**config.mk**
```make
export PLATFORM = sky130hd
export DESIGN_NAME = hps_reset_sequencer
export DESIGN_NICKNAME = d
export VERILOG_FILES = /design/src/rtl/hps_reset_sequencer.sv
export SDC_FILE = /design/constraint.sdc
export NUM_CORES = 1
export LEC_CHECK = 0
export BUFFER_PORTS_ARGS = -buffer_cell sky130_fd_sc_hd__buf_2
export CAP_MARGIN = 30
export CORE_MARGIN = 10
export CORE_UTILIZATION = 43
export CTS_CLUSTER_DIAMETER = 30
export DETAILED_ROUTE_END_ITERATION = 12
export PLACE_DENSITY = 0.72
export SYNTH_ARGS = -nofsm -noshare
export SYNTH_HDL_FRONTEND = slang
export SYNTH_SLANG_ARGS = --single-unit
```
**constraint.sdc**
```tcl
create_clock -name clk -period 2.7 [get_ports clk]
set_clock_uncertainty 0.05 [all_clocks]
set_input_delay 0.405 -clock clk [delete_from_list [all_inputs] [get_ports clk]]
set_output_delay 0.405 -clock clk [all_outputs]
set_load 0.02 [all_outputs]
```
**src/rtl/hps_reset_sequencer.sv**
```systemverilog
// Purpose: turns synchronised edges on N_CH request lines into prioritised, fixed-length reset pulses.
// Latency: a request captured at edge E0 drives pulse_out high after edge E0+SYNC_STAGES.
// Backpressure: none; edges arriving while a channel is busy, disabled or preempted are dropped.
module hps_reset_sequencer #(
    parameter int N_CH        = 3,
    parameter int CNT_W       = 8,
    parameter int SYNC_STAGES = 2,
    parameter int EDGE_TYPE   = 1,
    parameter int HOLDOFF     = 16
) (
    input  logic                    clk,
    input  logic                    reset,
    input  logic                    enable,
    input  logic [N_CH-1:0]         signal_in,
    input  logic [N_CH*CNT_W-1:0]   pulse_len,
    output logic [N_CH-1:0]         pulse_out,
    output logic [N_CH-1:0]         busy,
    output logic                    any_pulse
);

    typedef enum logic [1:0] {
        ST_IDLE  = 2'd0,
        ST_PULSE = 2'd1,
        ST_HOLD  = 2'd2
    } state_t;

    localparam logic [CNT_W-1:0] HOLD_LOAD = CNT_W'(HOLDOFF);
    localparam logic [CNT_W-1:0] WARM_INIT = CNT_W'(SYNC_STAGES + 1);
    localparam logic [CNT_W-1:0] CNT_ONE   = CNT_W'(1);

    logic [SYNC_STAGES-1:0][N_CH-1:0] sync_q, sync_d;
    logic [N_CH-1:0]                  prev_q, prev_d;
    logic [CNT_W-1:0]                 warm_q, warm_d;
    state_t                           state_q [N_CH];
    state_t                           state_d [N_CH];
    logic [CNT_W-1:0]                 cnt_q   [N_CH];
    logic [CNT_W-1:0]                 cnt_d   [N_CH];
    logic [N_CH-1:0]                  pulse_q, pulse_d;
    logic [N_CH-1:0]                  busy_q, busy_d;
    logic                             any_q, any_d;

    logic [N_CH-1:0]                  sync_last;
    logic [N_CH-1:0]                  edge_det;
    logic                             warm_done;

    assign sync_last = sync_q[SYNC_STAGES-1];
    assign warm_done = (warm_q == '0);

    // Synchroniser shift, edge-history flop and post-reset warm-up countdown.
    always_comb begin
        sync_d = {sync_q[SYNC_STAGES-2:0], signal_in};
        prev_d = sync_last;
        warm_d = warm_done ? warm_q : warm_q - CNT_ONE;
    end

    // Edge detector between the last synchroniser stage and its delayed copy.
    always_comb begin
        edge_det = '0;
        case (EDGE_TYPE)
            0:       edge_det = ~sync_last & prev_q;
            1:       edge_det = sync_last & ~prev_q;
            default: edge_det = sync_last ^ prev_q;
        endcase
    end

    // Per-channel next state: lower index wins, and its accepted edge preempts running pulses above it.
    always_comb begin : ch_next
        logic             taken;
        logic             acc;
        logic [CNT_W-1:0] len_sel;
        taken   = 1'b0;
        acc     = 1'b0;
        len_sel = '0;
        pulse_d = '0;
        busy_d  = '0;
        for (int i = 0; i < N_CH; i++) begin
            state_d[i] = state_q[i];
            cnt_d[i]   = cnt_q[i];
            len_sel    = pulse_len[i*CNT_W +: CNT_W];
            acc        = edge_det[i] && enable && warm_done &&
                         (state_q[i] == ST_IDLE) && !taken;
            case (state_q[i])
                ST_IDLE: begin
                    if (acc) begin
                        state_d[i] = ST_PULSE;
                        cnt_d[i]   = (len_sel == '0) ? CNT_ONE : len_sel;
                    end
                end
                ST_PULSE: begin
                    if (taken || cnt_q[i] <= CNT_ONE) begin
                        state_d[i] = ST_HOLD;
                        cnt_d[i]   = HOLD_LOAD;
                    end else begin
                        cnt_d[i]   = cnt_q[i] - CNT_ONE;
                    end
                end
                ST_HOLD: begin
                    if (cnt_q[i] <= CNT_ONE) begin
                        state_d[i] = ST_IDLE;
                        cnt_d[i]   = '0;
                    end else begin
                        cnt_d[i]   = cnt_q[i] - CNT_ONE;
                    end
                end
                default: begin
                    state_d[i] = ST_IDLE;
                    cnt_d[i]   = '0;
                end
            endcase
            taken      = taken | acc;
            pulse_d[i] = (state_d[i] == ST_PULSE);
            busy_d[i]  = (state_d[i] != ST_IDLE);
        end
        any_d = |pulse_d;
    end

    // State, counters and registered outputs; synchronous reset clears everything and rearms warm-up.
    always_ff @(posedge clk) begin
        if (reset) begin
            sync_q  <= '0;
            prev_q  <= '0;
            warm_q  <= WARM_INIT;
            pulse_q <= '0;
            busy_q  <= '0;
            any_q   <= 1'b0;
            for (int i = 0; i < N_CH; i++) begin
                state_q[i] <= ST_IDLE;
                cnt_q[i]   <= '0;
            end
        end else begin
            sync_q  <= sync_d;
            prev_q  <= prev_d;
            warm_q  <= warm_d;
            pulse_q <= pulse_d;
            busy_q  <= busy_d;
            any_q   <= any_d;
            for (int i = 0; i < N_CH; i++) begin
                state_q[i] <= state_d[i];
                cnt_q[i]   <= cnt_d[i];
            end
        end
    end

    assign pulse_out = pulse_q;
    assign busy      = busy_q;
    assign any_pulse = any_q;

endmodule
```
==> flow_summary_export.csv, run 1 <==
group,metric,value,unit
sta,tightest_slew,0.693,ns
floorplanning,core_area,6830,um2
yosys,synth_fp_nets,387,
critical_path,path_cells,"inv_1 -> ha_1 -> or4bb_1 -> nor2_2 -> and3_1 -> o22ai_1 -> a221o_1",
yosys,syn_inst,349,
routing,wl,7.37,mm
finish,final_core_util,0.509,
yosys,yosysTopAreaCell,"dfxtp_1",
cts,clockRootBuffer,"clkbuf_8",
critical_path,criticalPathCategory,"flip-flop to flip-flop",
grt,grt_max_degree,29,
flow_run,drv_cap,0,
critical_path,reg2reg_depth,7,
floorplanning,initial_core_util,0.444,
routing,vias,2737,
critical_path,rrSetupSlack,0.23,ns
min_path,min_path_cells,2,
cts,cts_buffer_depth,2,
yosys,ys_seq_elements,54,
critical_path,slowest_delay,0.55,ns
min_path,hold_start,"signal_in[1]",
critical_path,worstPathRequired,2.84,ns
yosys,synth_flop_cell,"dfxtp_1",
yosys,syn_area,3030,um2
cts,cts.clk_slew.worst_paths,0.10,ns
yosys,synth.most_common_cell,"dfxtp_1",
yosys,synth-edff-count,0,
finish,ff_latch_area,1080,um2
yosys,yosys-top-cells-area,"dfxtp_1 36%, a21oi_1 4.1%, nor2_1 3.6%",
finish,area_delta_synth_final,14.6,%
grt,grt_pass1_wl,12.2,mm
floorplanning,core.rowCount,30,
routing,detail-route-antenna-nets,0,
finish,multi_input_area,1840,um2
sta,hold_viol_final,0,
power,ir_drop,0.000366,V
yosys,netlist.area_leader.share,0.356,
sta,fmax,405,MHz
power,p_per_area,516,nW/um2
power,power_switching,0.000452,W
sta,min_period,2.47,ns
placed_design,place_congestion,0.881,
routing,avgRoutedWirePerCell,15.2,um
finish,num_antenna_cells,0,
cts,post_cts_buffers,0,
status,status,"completed",
grt,antenna_found_initial,0,
cts,post_cts_resized,0,
critical_path,critical_path_peak_fanout,9,
grt,gr-total-overflow,0,
sta,setup-tns-final,0,ns
yosys,yosysWarnings,0,
yosys,syn_area_per_cell,8.69,um2
power,clock_power_share,0.367,
finish,final_cell_area,3480,um2
yosys,synth_async_sr_flop_share,0,
sta,post-route-period-util,0.914,
cts,h-tree-depth,2,
yosys,synthTopCellsByCount,"54 x dfxtp_1, 29 x nor2_1, 25 x a21oi_1",
critical_path,worst-path-buf-inv,1,
routing,drt_iter0_markers,161,
power,total_power,0.00179,W
power,p_leak,1.42,nW
floorplanning,die_x,104,um
power,power_frac_comb,0.152,
min_path,hold_end,"sync_d[4]",
power,internal_power,0.00134,W
floorplanning,die-area,10800,um2
finish,nNetsFinal,425,
routing,remaining_drc_errors,0,
cts,cts_buffers,5,
floorplanning,fp.dieH,104,um
critical_path,slowest_stage,"or4bb_1",
routing,viasPerCell,5.65,
yosys,yosysUniqueCellTypes,62,
sta,setup_viol_count_final,0,
cts,cts_hold_buf,0,
sta,hold_ws,0.262,ns
sta,rsz0062_at_grt,"no",
cts,cts_tree,"yes",
finish,drive_above_1_share,0.178,
yosys,yosysSeqAreaShare,0.356,
grt,grt_usage,0.130,
power,seq_power_share,0.481,
floorplanning,ios,37,
sta,slew_headroom,0.536,
cts,cts.sinks,54,
critical_path,crit_family,"simple AND/OR/NAND/NOR gates",
cts,clk_latency,0.30,ns
critical_path,cp.arrival,2.61,ns
min_path,holdCritPathClass,"input pin to flip-flop",
critical_path,critPathLaunchType,"flip-flop",
critical_path,timing.rr.end,"cnt_q[0][23]",
placed_design,numPortBuffers,36,
critical_path,end_kind,"flip-flop",
routing,first_pass_iters,4,
sta,maxSlewViolCount,0,
grt,grt_pass1_vias,2677,
placed_design,place_area,3330,um2
placed_design,dp_hpwl,5.58,mm
critical_path,reg2reg_from,"warm_q[0]",
power,power.share.switching,0.252,
finish,n_fill_cell,680,
==> state kept, by name, summed over array words and instances (netlist names) <==
| name | cells |
|---|---|
| cnt_q | 24 |
| prev_q | 3 |
| warm_q | 8 |
| state_q | 6 |
| busy | 3 |
| any_pulse | 1 |
| sync_d | 3 |
| pulse_out | 3 |
| prev_d | 3 |
==> placed cells by master, fill, tap and decap left out, types with 7 or more instances in the layout <==
master,instances
xnor2_1,9
ha_1,8
inv_1,18
o22ai_1,7
dfxtp_1,54
buf_2,36
nor4_1,8
a21oi_1,25
a31oi_1,7
nand2_1,22
nor3_1,10
nand3_1,7
nor2b_1,15
nor2_1,29
==> cell type report <==
class                   count  share of cell area
clock buffers               6              0.0238
clock inverters             2              0.0173
inverters                  18              0.0194
multi-input cells         266               0.529
flip-flops and latches     54               0.311
well taps                  96              0.0346
repair buffers             42              0.0648
==> power by group through the flow <==
stage | Clock [W] | Combinational (W) | Sequential (W)
after floorplan | 0 | 0.000195 | 0.000873
after global placement | 0 | 0.000262 | 0.000878
after detailed placement | 0 | 0.000271 | 0.000881
after CTS | 0.000675 | 0.000272 | 0.000863
after global routing | 0.000705 | 0.000307 | 0.000868
final | 0.000658 | 0.000273 | 0.000864
==> per-layer routing <==
metal  up-vias  track usage  share of wire  routed length [um]
met3         7       0.0260          0.045                 328
met1      1290        0.161           0.47                3470
met4         0       0.0368          0.011                  80
li1       1373            -              -                   -
met5         -            0              0                   0
met2        67        0.222           0.47                3490
==> worst max-delay path by stage <==
stage | start | end | slack [ns] | cells after the start
after floorplan | warm_q[0] | cnt_q[0][14] | 0.49 | 7
after global placement | warm_q[0] | cnt_q[0][23] | 0.38 | 7
after detailed placement | warm_q[0] | cnt_q[0][14] | 0.25 | 7
after CTS | warm_q[0] | cnt_q[0][14] | 0.24 | 7
after global routing | warm_q[0] | cnt_q[0][14] | 0.06 | 7
final | warm_q[0] | cnt_q[0][23] | 0.23 | 7
==> cells by family after synthesis <==
kind of cell | after synthesis | synth area share
xor gates and xnor gates | 14 | 0.0404
buffers and inverters | 29 | 0.0371
adders and majority gates | 8 | 0.0330
AOI/OAI and AO/OA | 94 | 0.227
and+or+nand+nor | 142 | 0.278
muxes | 8 | 0.0276
DFF | 54 | 0.356
==> metrics by stage <==
| step | worst slack [ns] | cells |
|---|---|---|
| after floorplan | 0.491 | 349 |
| after global placement | 0.380 | 476 |
| after detailed placement | 0.249 | 476 |
| after CTS | 0.241 | 484 |
| after global routing | 0.0555 | 484 |
| final | 0.233 | 484 |
(Power assumes the default switching activity.)
==> run 2, diff against run 1 <==
- CORE_ASPECT_RATIO: default -> 1.1
- CORE_UTILIZATION: 43 -> 45
- PLACE_DENSITY: 0.72 -> 0.74
==> run 2 against run 1 <==
First-iteration DRC count rose by 30%. Final area fell by 1.4%. Clock power shrank 17%. Cell count decreased by 2.9%. Die area decreased by 3.6%. Sequential power is essentially flat. Maximum frequency increased by 0.37%. Wire length rose by 0.54%. Largest cell class unchanged.
==> flow_summary_export.csv, run 2 (synthesis results as in run 1) <==
group,metric,value,unit
floorplanning,die_x,98.3,um
critical_path,reg2reg_depth,7,
sta,setup-tns-final,0,ns
finish,largest_reg_flops,24,
critical_path,criticalPathCategory,"flip-flop to flip-flop",
placed_design,place_area,3320,um2
sta,tightest_slew,0.632,ns
critical_path,worstPathRequired,2.85,ns
power,seq_power_share,0.513,
routing,first_pass_iters,4,
power,internal_power,0.00122,W
grt,antenna_found_initial,0,
sta,rsz0062_at_grt,"no",
critical_path,cp.arrival,2.61,ns
cts,post_cts_buffers,0,
sta,setup_viol_count_final,0,
critical_path,path_cells,"inv_1 -> ha_1 -> or4bb_1 -> nor2_2 -> and3_1 -> o22ai_1 -> a221o_1",
floorplanning,die-area,10400,um2
floorplanning,ios,37,
placed_design,place_congestion,0.899,
routing,remaining_drc_errors,0,
critical_path,slowest_delay,0.57,ns
power,ir_drop,0.000292,V
floorplanning,core.rowCount,31,
grt,grt_max_degree,31,
finish,final_cell_area,3430,um2
power,total_power,0.00168,W
critical_path,timing.rr.end,"cnt_q[0][23]",
sta,slew_headroom,0.577,
status,status,"completed",
cts,cts_buffer_depth,2,
routing,vias,2805,
finish,reg_top3,"cnt_q: 24 flops, warm_q: 8 flops, state_q: 6 flops",
routing,avgRoutedWirePerCell,15.8,um
finish,layout_common_cells,"54 x dfxtp_1, 36 x buf_2, 29 x nor2_1",
routing,wl,7.41,mm
finish,top_register,"cnt_q",
finish,n_fill_cell,619,
grt,grt_usage,0.137,
sta,hold_viol_final,0,
cts,post_cts_resized,0,
power,p_leak,1.41,nW
critical_path,reg2reg_from,"warm_q[0]",
power,power.share.switching,0.272,
placed_design,numPortBuffers,36,
routing,drt_iter0_markers,209,
floorplanning,initial_core_util,0.463,
cts,cts.clk_slew.worst_paths,0.09,ns
power,power_frac_comb,0.161,
cts,cts.sinks,54,
power,clock_power_share,0.326,
min_path,holdCritPathClass,"input pin to flip-flop",
sta,maxSlewViolCount,0,
critical_path,rrSetupSlack,0.24,ns
grt,grt_pass1_vias,2738,
critical_path,critical_path_peak_fanout,9,
finish,drive_above_1_share,0.175,
critical_path,critPathLaunchType,"flip-flop",
power,p_per_area,491,nW/um2
grt,grt_pass1_wl,12.5,mm
routing,viasPerCell,5.97,
critical_path,slowest_stage,"or4bb_1",
cts,cts_tree,"yes",
cts,cts_hold_buf,0,
finish,layout_commonest_cell,"dfxtp_1",
flow_run,drv_cap,0,
grt,gr-total-overflow,0,
sta,min_period,2.46,ns
routing,detail-route-antenna-nets,0,
cts,h-tree-depth,2,
placed_design,dp_hpwl,5.60,mm
cts,clk_latency,0.31,ns
finish,nNetsFinal,425,
cts,cts_buffers,5,
cts,clockRootBuffer,"clkbuf_8",
floorplanning,fp.dieH,106,um
critical_path,cp-endpoint,"cnt_q[0][23]",
sta,post-route-period-util,0.910,
critical_path,startpoint,"warm_q[0]",
finish,area_delta_synth_final,13.0,%
sta,fmax,407,MHz
finish,num_antenna_cells,0,
power,power_switching,0.000456,W
critical_path,end_kind,"flip-flop",
floorplanning,core_area,6560,um2
## run 2: cell types whose count changed in the layout (fill, tap and decap cells not counted), sizes merged
cell,before,now
bufinv,2,1
clkinvlp,0,1
## run 2: layout make-up
type / instances / area (um2) / share of cell area
Timing Repair Buffer: 42 / 225 / 0.0657
Inverter: 18 / 67.6 / 0.0197
Clock buffer: 6 / 72.6 / 0.0212
Multi-Input combinational cell: 266 / 1840 / 0.537
Clock inverter: 2 / 37.5 / 0.0110
Tap cell: 82 / 103 / 0.0299
Sequential cell: 54 / 1080 / 0.316
## run 2: worst min path at each step
stage	slack (ns)	depth (start not counted)	endpoint	from
after floorplan	0.36	1	prev_d[0]	sync_d[3]
after global routing	0.26	2	sync_d[4]	signal_in[1]
final	0.25	2	sync_d[5]	signal_in[2]
after global placement	0.37	1	prev_d[2]	sync_d[5]
after CTS	0.25	2	sync_d[4]	signal_in[1]
after detailed placement	0.37	1	prev_d[2]	sync_d[5]
## run 2: power by group through the flow
| stage | Sequential (W) | Clock, W | Combinational, W |
|---|---|---|---|
| after detailed placement | 0.000880 | 0 | 0.000269 |
| after global routing | 0.000866 | 0.000598 | 0.000299 |
| final | 0.000863 | 0.000548 | 0.000270 |
| after global placement | 0.000877 | 0 | 0.000260 |
| after floorplan | 0.000873 | 0 | 0.000195 |
| after CTS | 0.000862 | 0.000565 | 0.000269 |
## run 2: per-layer routing
layer / global-route usage / wire length [um] / up-vias
met5: 0 / 0 / -
met4: 0.0512 / 144 / 0
met3: 0.0298 / 377 / 13
met2: 0.237 / 3610 / 94
met1: 0.163 / 3280 / 1323
li1: - / - / 1375
## run 2: through the flow
| stage | instances | hold WS, ns | utilization | setup slack, ns |
|---|---|---|---|---|
| floorplan | 349 | 0.364 | - | 0.491 |
| global placement | 462 | 0.368 | 0.506 | 0.373 |
| detailed placement | 462 | 0.373 | 0.506 | 0.264 |
| CTS | 470 | 0.246 | 0.523 | 0.256 |
| global route | 470 | 0.264 | 0.523 | 0.0772 |
| finish | 470 | 0.254 | 0.523 | 0.242 |
## run 2: critical path, delay by kind of cell (launching register included)
family | cells | cell delay [ns]
fa+ha+maj | 1 | 0.20
buf+inv | 1 | 0.12
simple gates | 3 | 1.22
compound gates | 2 | 0.43
flops | 1 | 0.34
==> run 3, diff against run 2 <==
- REMOVE_ABC_BUFFERS: default -> 1
==> run 3 against run 2 <==
Final area increased by 0.29%. Critical path depth unchanged. Global-route usage fell by 0.26 points. Maximum frequency grew 1.8%. Setup slack improved by 0.044 ns. Cell count increased by 0.21%. Core utilization rose by 0.15 points. Clock power up 2%. Largest cell class unchanged. Highest routed layer unchanged.
==> flow_summary_export.csv, run 3 (synthesis results as in run 1) <==
group,metric,value,unit
grt,antenna_found_initial,0,
finish,instances_no_fill,471,
cts,post_cts_buffers,0,
sta,slew_headroom,0.563,
cts,clockRootBuffer,"clkbuf_8",
floorplanning,die_x,98.3,um
power,total_power,0.00169,W
floorplanning,ios,37,
sta,fmax,414,MHz
sta,post-route-period-util,0.894,
finish,final_core_util,0.524,
sta,hold_viol_final,0,
power,power_switching,0.000464,W
routing,vias,2708,
finish,drive_above_1_share,0.180,
sta,setup-tns-final,0,ns
sta,rsz0062_at_grt,"no",
finish,top_register,"cnt_q",
critical_path,end_kind,"flip-flop",
grt,grt_pass1_vias,2674,
floorplanning,die-area,10400,um2
floorplanning,initial_core_util,0.463,
cts,cts.clk_slew.worst_paths,0.10,ns
power,power.share.switching,0.275,
routing,viasPerCell,5.75,
power,seq_power_share,0.510,
critical_path,cp.arrival,2.57,ns
routing,avgRoutedWirePerCell,15.0,um
placed_design,numPortBuffers,36,
cts,clk_latency,0.31,ns
placed_design,place_congestion,0.916,
grt,grt_pass1_wl,12.3,mm
grt,grt_usage,0.135,
cts,h-tree-depth,2,
sta,tightest_slew,0.653,ns
critical_path,path_cells,"inv_1 -> ha_1 -> or4bb_1 -> nor2_2 -> and3_1 -> o22ai_1 -> a221o_1",
power,internal_power,0.00123,W
power,p_leak,1.42,nW
finish,reg_top3,"cnt_q: 24 flops, warm_q: 8 flops, state_q: 6 flops",
grt,grt_max_degree,21,
critical_path,worstPathRequired,2.86,ns
floorplanning,core.rowCount,31,
critical_path,critPathLaunchType,"flip-flop",
floorplanning,core_area,6560,um2
finish,layout_common_cells,"54 x dfxtp_1, 36 x buf_2, 29 x nor2_1",
cts,cts_hold_buf,0,
status,status,"completed",
cts,cts_buffer_depth,2,
finish,n_fill_cell,631,
routing,drt_iter0_markers,123,
floorplanning,fp.dieH,106,um
power,power_frac_comb,0.159,
critical_path,critical_path_peak_fanout,9,
finish,nNetsFinal,426,
critical_path,slowest_stage,"or4bb_1",
sta,hold_ws,0.250,ns
finish,num_antenna_cells,0,
flow_run,drv_cap,0,
routing,detail-route-antenna-nets,0,
power,p_per_area,492,nW/um2
routing,remaining_drc_errors,0,
finish,layout_commonest_cell,"dfxtp_1",
cts,cts_tree,"yes",
placed_design,dp_hpwl,5.41,mm
routing,wl,7.06,mm
sta,setup_viol_count_final,0,
routing,first_pass_iters,4,
critical_path,slowest_delay,0.54,ns
cts,cts.sinks,54,
finish,area_delta_synth_final,13.3,%
placed_design,dp.cells,463,
finish,largest_reg_flops,24,
sta,min_period,2.41,ns
cts,cts_buffers,5,
cts,post_cts_resized,0,
critical_path,criticalPathCategory,"flip-flop to flip-flop",
sta,maxSlewViolCount,0,
power,clock_power_share,0.331,
min_path,holdCritPathClass,"input pin to flip-flop",
power,ir_drop,0.000259,V
grt,gr-total-overflow,0,
## run 3: path summary, 6_finish.rpt
path / startpoint / depth (start not counted) / slack, ns / endpoint
setup / recovery: warm_q[0] / 7 / 0.29 / cnt_q[0][23]
hold / removal: signal_in[2] / 2 / 0.25 / sync_d[5]
setup reg to reg: warm_q[0] / 7 / 0.29 / cnt_q[0][23]
hold reg to reg: sync_d[4] / 1 / 0.40 / prev_d[1]
## run 3: area by class of cell
| class | instances | area, um2 | area share |
|---|---|---|---|
| Tap cell | 82 | 103 | 0.0299 |
| Timing Repair Buffer | 43 | 233 | 0.0677 |
| Sequential cell | 54 | 1080 | 0.315 |
| Inverter | 18 | 67.6 | 0.0197 |
| Multi-Input combinational cell | 266 | 1840 | 0.535 |
| Clock buffer | 5 | 68.8 | 0.0200 |
| Clock inverter | 3 | 43.8 | 0.0127 |
## run 3: worst max-delay path, delay by kind of cell, from the launching register on
| kind | cells | cell delay, ns |
|---|---|---|
| AOI/OAI and AO/OA | 2 | 0.44 |
| adders and majority gates | 1 | 0.18 |
| buffers and inverters | 1 | 0.11 |
| DFF | 1 | 0.35 |
| and+or+nand+nor | 3 | 1.19 |
## run 3: power by group through the flow
stage,logic [W],clock network (W),registers (W)
3_3_place_gp,0.000262,0,0.000878
2_1_floorplan,0.000182,0,0.000873
6_report,0.000268,0.000559,0.000862
5_1_grt,0.000298,0.000601,0.000869
4_1_cts,0.000270,0.000569,0.000862
3_5_place_dp,0.000267,0,0.000880
## run 3: per-stage QoR
step	setup WS [ns]	area, um2
finish	0.286	3440
floorplan	0.504	2990
CTS	0.298	3440
global placement	0.418	3320
detailed placement	0.315	3320
global route	0.149	3440
## run 3: layer usage
layer / GRT usage / part of all wire / wire length, um / vias to the layer above
li1: - / - / - / 1375
met1: 0.169 / 0.45 / 3150 / 1246
met2: 0.228 / 0.49 / 3430 / 74
met3: 0.0253 / 0.048 / 341 / 13
met4: 0.0430 / 0.018 / 128 / 0
met5: 0 / 0 / 0 / -
